File: src/rtl/tt_latch_tester_pkg.sv
// Shared types and constants for the D-latch tester.
//   state_t      : tester FSM states
//   LFSR_TAPS    : Fibonacci tap mask for x^8+x^6+x^5+x^4+1 (left shift, feedback into bit 0)
//   ERR_MAX      : saturation value of the 4-bit error counter
//   lfsr_feedback/lfsr_next : one LFSR step
//   sat_inc      : saturating error-counter increment
package tt_latch_tester_pkg;

    typedef enum logic [2:0] {
        IDLE,
        DRIVE,
        CHK_T,
        CLOSE,
        FLIP,
        CHK_H,
        DONE
    } state_t;

    localparam logic [7:0] LFSR_TAPS = 8'hB8;
    localparam logic [3:0] ERR_MAX   = 4'hF;

    function automatic logic lfsr_feedback(input logic [7:0] cur);
        return ^(cur & LFSR_TAPS);
    endfunction

    function automatic logic [7:0] lfsr_next(input logic [7:0] cur);
        return {cur[6:0], lfsr_feedback(cur)};
    endfunction

    function automatic logic [3:0] sat_inc(input logic [3:0] v);
        return (v == ERR_MAX) ? v : v + 4'd1;
    endfunction

endpackage

File: src/rtl/latch_tester_lfsr8.sv
// 8-bit Fibonacci LFSR used to pick the D value of each test vector.
//   clk, rst_n : clock, asynchronous active-low reset (clears to zero)
//   load, seed : load seed (priority over step)
//   step       : advance one position
//   q          : current LFSR state
// The zero reset value is never used for stimulus: every run loads the seed first.
module latch_tester_lfsr8
    import tt_latch_tester_pkg::*;
(
    input  logic       clk,
    input  logic       rst_n,
    input  logic       load,
    input  logic [7:0] seed,
    input  logic       step,
    output logic [7:0] q
);

    always_ff @(posedge clk or negedge rst_n) begin
        if (!rst_n) begin
            q <= '0;
        end else if (load) begin
            q <= seed;
        end else if (step) begin
            q <= lfsr_next(q);
        end
    end

endmodule

File: src/rtl/tt_um_islam_ihfaz_latch_tester.sv
// Tiny Tapeout tile that exercises an external level-sensitive D latch.
//   clk, rst_n : clock, asynchronous active-low reset
//   ena        : unused
//   ui_in      : [0] start (rising edge), [1] abort (level), [7:4] run length code K
//   uo_out     : [0] busy, [1] done, [2] pass, [3] fail, [7:4] saturating error count
//   uio_in     : [2] Q from the latch under test
//   uio_out    : [0] D drive, [1] E drive, rest 0
//   uio_oe     : constant 8'h03
// Each vector: DRIVE (E=1, D=b) -> CHK_T (Q==b?) -> CLOSE (E=0) -> FLIP (D=~b)
// -> CHK_H (Q still b?). A run has 16*(K+1) vectors; all outputs are registered.
module tt_um_islam_ihfaz_latch_tester
    import tt_latch_tester_pkg::*;
#(
    parameter int unsigned SETTLE_CYCLES = 4,
    parameter logic [7:0]  LFSR_SEED     = 8'hA5
) (
    input  logic       clk,
    input  logic       rst_n,
    input  logic       ena,
    input  logic [7:0] ui_in,
    output logic [7:0] uo_out,
    input  logic [7:0] uio_in,
    output logic [7:0] uio_out,
    output logic [7:0] uio_oe
);

    localparam int unsigned CW     = $clog2(SETTLE_CYCLES);
    localparam logic [CW-1:0] RELOAD = CW'(SETTLE_CYCLES - 1);

    // Synchronisers
    logic start_s1, start_s2, start_prev;
    logic abort_s1, abort_s2;
    logic q_s1, q_s2;

    // FSM state and registered outputs
    state_t        state;
    logic [CW-1:0] wait_cnt;
    logic [3:0]    k_reg;
    logic [8:0]    vec;
    logic [3:0]    errcnt;
    logic          d_drv, e_drv;
    logic          busy, done, pass, fail;

    // LFSR interface
    logic       lfsr_load, lfsr_step;
    logic [7:0] lfsr_q;

    // Derived combinational helpers (internal only)
    logic       start_pulse;
    logic       next_bit;
    logic       t_err, h_err;
    logic [3:0] errcnt_h;
    logic [8:0] vec_next, vec_target;
    logic       unused_inputs;

    assign unused_inputs = &{1'b0, ena, ui_in[3:2], uio_in[7:3], uio_in[1:0]};

    always_ff @(posedge clk or negedge rst_n) begin
        if (!rst_n) begin
            start_s1   <= 1'b0;
            start_s2   <= 1'b0;
            start_prev <= 1'b0;
            abort_s1   <= 1'b0;
            abort_s2   <= 1'b0;
            q_s1       <= 1'b0;
            q_s2       <= 1'b0;
        end else begin
            start_s1   <= ui_in[0];
            start_s2   <= start_s1;
            start_prev <= start_s2;
            abort_s1   <= ui_in[1];
            abort_s2   <= abort_s1;
            q_s1       <= uio_in[2];
            q_s2       <= q_s1;
        end
    end

    always_comb begin
        start_pulse = start_s2 & ~start_prev;
        next_bit    = lfsr_feedback(lfsr_q);
        t_err       = (q_s2 != d_drv);
        h_err       = (q_s2 != lfsr_q[0]);
        errcnt_h    = h_err ? sat_inc(errcnt) : errcnt;
        vec_next    = vec + 9'd1;
        vec_target  = {1'b0, k_reg, 4'b0000} + 9'd16;
    end

    // LFSR control mirrors the FSM transitions below; abort suppresses both.
    always_comb begin
        lfsr_load = 1'b0;
        lfsr_step = 1'b0;
        if (!abort_s2) begin
            case (state)
                IDLE, DONE: lfsr_load = start_pulse;
                CHK_H:      lfsr_step = 1'b1;
                default:    ;
            endcase
        end
    end

    latch_tester_lfsr8 u_lfsr (
        .clk   (clk),
        .rst_n (rst_n),
        .load  (lfsr_load),
        .seed  (LFSR_SEED),
        .step  (lfsr_step),
        .q     (lfsr_q)
    );

    always_ff @(posedge clk or negedge rst_n) begin
        if (!rst_n) begin
            state    <= IDLE;
            wait_cnt <= '0;
            k_reg    <= '0;
            vec      <= '0;
            errcnt   <= '0;
            d_drv    <= 1'b0;
            e_drv    <= 1'b0;
            busy     <= 1'b0;
            done     <= 1'b0;
            pass     <= 1'b0;
            fail     <= 1'b0;
        end else if (abort_s2) begin
            // Abort cancels a run but keeps errcnt; in IDLE/DONE it only masks start.
            if (state != IDLE && state != DONE) begin
                state <= IDLE;
                d_drv <= 1'b0;
                e_drv <= 1'b0;
                busy  <= 1'b0;
                done  <= 1'b0;
                pass  <= 1'b0;
                fail  <= 1'b0;
            end
        end else begin
            case (state)
                IDLE, DONE: begin
                    if (start_pulse) begin
                        k_reg    <= ui_in[7:4];
                        errcnt   <= '0;
                        vec      <= '0;
                        done     <= 1'b0;
                        pass     <= 1'b0;
                        fail     <= 1'b0;
                        busy     <= 1'b1;
                        e_drv    <= 1'b1;
                        d_drv    <= LFSR_SEED[0];
                        wait_cnt <= RELOAD;
                        state    <= DRIVE;
                    end
                end
                DRIVE: begin
                    if (wait_cnt == '0) state <= CHK_T;
                    else                wait_cnt <= wait_cnt - CW'(1);
                end
                CHK_T: begin
                    if (t_err) errcnt <= sat_inc(errcnt);
                    e_drv    <= 1'b0;
                    wait_cnt <= RELOAD;
                    state    <= CLOSE;
                end
                CLOSE: begin
                    if (wait_cnt == '0) begin
                        d_drv    <= ~lfsr_q[0];
                        wait_cnt <= RELOAD;
                        state    <= FLIP;
                    end else begin
                        wait_cnt <= wait_cnt - CW'(1);
                    end
                end
                FLIP: begin
                    if (wait_cnt == '0) state <= CHK_H;
                    else                wait_cnt <= wait_cnt - CW'(1);
                end
                CHK_H: begin
                    errcnt <= errcnt_h;
                    vec    <= vec_next;
                    if (vec_next == vec_target) begin
                        d_drv <= 1'b0;
                        e_drv <= 1'b0;
                        busy  <= 1'b0;
                        done  <= 1'b1;
                        pass  <= (errcnt_h == '0);
                        fail  <= (errcnt_h != '0);
                        state <= DONE;
                    end else begin
                        // The LFSR steps on this same edge, so drive its next bit 0.
                        d_drv    <= next_bit;
                        e_drv    <= 1'b1;
                        wait_cnt <= RELOAD;
                        state    <= DRIVE;
                    end
                end
                default: begin
                    d_drv <= 1'b0;
                    e_drv <= 1'b0;
                    busy  <= 1'b0;
                    state <= IDLE;
                end
            endcase
        end
    end

    assign uo_out  = {errcnt, fail, pass, done, busy};
    assign uio_out = {6'b000000, e_drv, d_drv};
    assign uio_oe  = 8'h03;

endmodule

File: config.mk
export PLATFORM = sky130hd
export DESIGN_NAME = tt_um_islam_ihfaz_latch_tester
export DESIGN_NICKNAME = d
export VERILOG_FILES = /design/src/rtl/tt_latch_tester_pkg.sv /design/src/rtl/latch_tester_lfsr8.sv /design/src/rtl/tt_um_islam_ihfaz_latch_tester.sv
export SDC_FILE = /design/constraint.sdc
export NUM_CORES = 1
export LEC_CHECK = 0
export ABC_AREA = 1
export CORE_MARGIN = 2
export CORE_UTILIZATION = 45
export DETAILED_ROUTE_END_ITERATION = 8
export HOLD_SLACK_MARGIN = 0.03
export PLACE_DENSITY = 0.72
export SLEW_MARGIN = 20
export SYNTH_ARGS = -nofsm -noshare
export SYNTH_HDL_FRONTEND = slang
export SYNTH_SLANG_ARGS = --single-unit
export TNS_END_PERCENT = 1
File: constraint.sdc
create_clock -name clk -period 1.71 [get_ports clk]
set_clock_uncertainty 0.05 [all_clocks]
set_input_delay 0.171 -clock clk [delete_from_list [all_inputs] [get_ports clk]]
set_output_delay 0.171 -clock clk [all_outputs]
set_load 0.01 [all_outputs]
==> results.ini <==
[clock_network]
clk_root_buffer_cell=clkbuf_8
cts_tree=built
cts_buffers=5
clkSinkCount=43
clockBufferDepth=2
clk_pin_slew_ns=0.09
cts-htree-levels=2
clk_latency_ns=0.30

[flow_run]
maxCapViolations=0

[final_layout]
stdcell_count=458
regArea_mm2=0.00108
final_common_cell=nand2_1
antenna_cells=0
top_register=vec
largest_reg_flops=9
layout-drive-gt1-share_pct=27.5
area_growth_pct=26.9
nFillCells=489
design_area_mm2=0.00335
largestRegisters=vec: 9 flops, u_lfsr.q: 8 flops
nets=409
mostFrequentLayoutCells=nand2_1 (93), dfrtp_1 (41), buf_4 (34)
multi_input_area_mm2=0.00144

[place]
dp_hpwl_um=4020
gp_congestion=0.918
dp.cells=445
port-buffer-count=18
dpl-instance-area_mm2=0.00304
place_ws_ns=-0.110

[setup_path]
critPathRequiredTime_ns=1.85
path_class=reg -> reg
startpoint_type=flop
cp.arrival_ns=1.97
worstSetupEndpointType=flop
cp_max_fo=6

[outcome]
status=finished, violations left
violations=negative setup slack

[logic_synthesis]
synth.cell_area_mm2=0.00264
synth_warnings=0
ys_seq_elements=43
netlist_instances=334
synthDistinctLibCells=38
synth-seq-area-share_pct=40.7
syn_area_per_cell_um2=7.91

[timing]
whs_ns=0.263
post-route-min-period_ns=1.83
setup_violations=11
rsz0062_at_grt=yes
max_freq_ghz=0.546
setup_ws_ns=-0.123
finalMaxSlewViolations=0
period_share_pct=107
hold_viol=0

[pwr]
ir_worst_vdd_mv=0.966
p_leak_nw=1.63
swShare_pct=38.5
seqPwrFrac_pct=31.5
powerDensity_mw_per_mm2=1330
power_mw=4.45
switching_power_mw=1.71
clock_power_share_pct=21.2
p_int_mw=2.73
power_frac_comb_pct=47.3

[detailed_routing]
avgViaCountPerCell=4.97
drc=0
drt_first_pass_iters=4
postRouteAntennaNets=0
dr.first_iter.drc_count=94
post_drt_wl_per_cell_um=12.3
drt-total-wl_um=5640
num_vias=2277

[floorplan]
num_rows=27
io_pins=43
initial_core_util_pct=47.4
die_h_um=80.6
dieWidth_um=80.6
dieArea_mm2=0.00650
core_mm2=0.00557

[grt]
grt_pass1_vias=2096
grt_pass1_wl_um=9270
grt.overflow.total=0
antenna_found_initial=0
grt.total_usage_pct=18.4
grt_max_degree=26

[min_path]
hp-class=in -> reg

-- worst max-delay path, stage by stage (launching register included) --
cell     delay [ns]
dfrtp_1        0.42
ha_4           0.20
nand3_2        0.11
nand2_1        0.08
nand2_1        0.09
nand2_1        0.05
nand2_1        0.08
nand2_2        0.07
nor2_4         0.17
nand3_4        0.11
nand2_4        0.10
nand2_8        0.07
nand2_2        0.08
o21ai_2        0.04
-- path summary, 6_finish.rpt --
kind / startpoint / to / slack (ns) / cells after the start
setup reg to reg: vec[0]$_DFFE_PN0P_ / pass$_DFFE_PN0P_ / -0.12 / 13
hold / removal: uio_in[2] / q_s1$_DFF_PN0_ / 0.26 / 1
min in group asynchronous: rst_n / vec[4]$_DFFE_PN0P_ / 0.30 / 2
hold reg to reg: abort_s1$_DFF_PN0_ / abort_s2$_DFF_PN0_ / 0.31 / 0
setup / recovery: vec[0]$_DFFE_PN0P_ / pass$_DFFE_PN0P_ / -0.12 / 13
max in group asynchronous: rst_n / state[0]$_DFFE_PN0P_ / 0.83 / 3
-- cells by family after synthesis --
| logic type | Yosys count | share of synthesized area (%) |
|---|---|---|
| buffers and inverters | 61 | 11.8 |
| and+or+nand+nor | 166 | 30.2 |
| DFF | 43 | 40.7 |
| muxes | 2 | 0.853 |
| AOI/OAI and AO/OA | 47 | 11.1 |
| adders and majority gates | 5 | 2.37 |
| other | 2 | 0.284 |
| xor gates and xnor gates | 8 | 2.65 |
-- timing repair --
action / in CTS / in global routing
pin swaps: 9 / 8
setup buffers: 3 / 1
resized for setup: 17 / 19
hold buffers: 1 / 0
endpoints found under the hold margin: 18 / 0
setup endpoints to repair: 12 / 15
-- Yosys cell counts, drive strengths merged --
cell type  count  area share (%)
a211oi         1            0.28
a21boi         1            0.28
a21oi          5            0.95
a22o           2            0.66
a311oi         1            0.57
buf           22             6.2
conb           2            0.28
dfrtp         43              41
ha             5             2.4
inv           39             5.6
mux2           2            0.85
nand2        106              16
nand3         30             6.5
nand3b         1            0.28
nand4          4             1.2
nor2          22             5.5
nor3           1            0.38
o211ai         4             1.1
o21ai         23             4.8
o21bai         1            0.28
o22ai          9             2.1
or2            2            0.47
xnor2          4             1.3
xor2           4             1.3
-- power groups by stage --
stage	registers [mW]	clock network (mW)	logic, mW
floorplan	1.43	0	1.27
global placement	1.40	0	1.89
detailed placement	1.41	0	1.93
CTS	1.39	0.953	2.06
global route	1.43	0.988	2.37
finish	1.40	0.940	2.10
-- per-stage QoR --
step           TNS (ns)  util [%]
6_report         -0.976      60.1
5_1_grt           -2.21      60.1
4_1_cts          -0.919      58.9
3_5_place_dp     -0.959      54.5
3_3_place_gp     -0.585      54.5
2_1_floorplan         0         -
-- final cells by class --
type / instances / share of cell area, %
flip-flops and latches: 43 / 32.2
well taps: 72 / 2.69
clock inverters: 2 / 1.79
inverters: 39 / 4.44
multi-input cells: 242 / 43.0
clock buffers: 6 / 2.17
repair buffers: 54 / 13.7
-- per-layer routing --
metal | global-route usage, % | up-vias | wire, um
met5 | 0 | - | 0
li1 | - | 1154 | -
met3 | 3.48 | 7 | 204
met2 | 31.8 | 43 | 2740
met1 | 23.7 | 1073 | 2630
met4 | 4.58 | 0 | 59
Note: power is estimated with default switching activity, not from simulation.
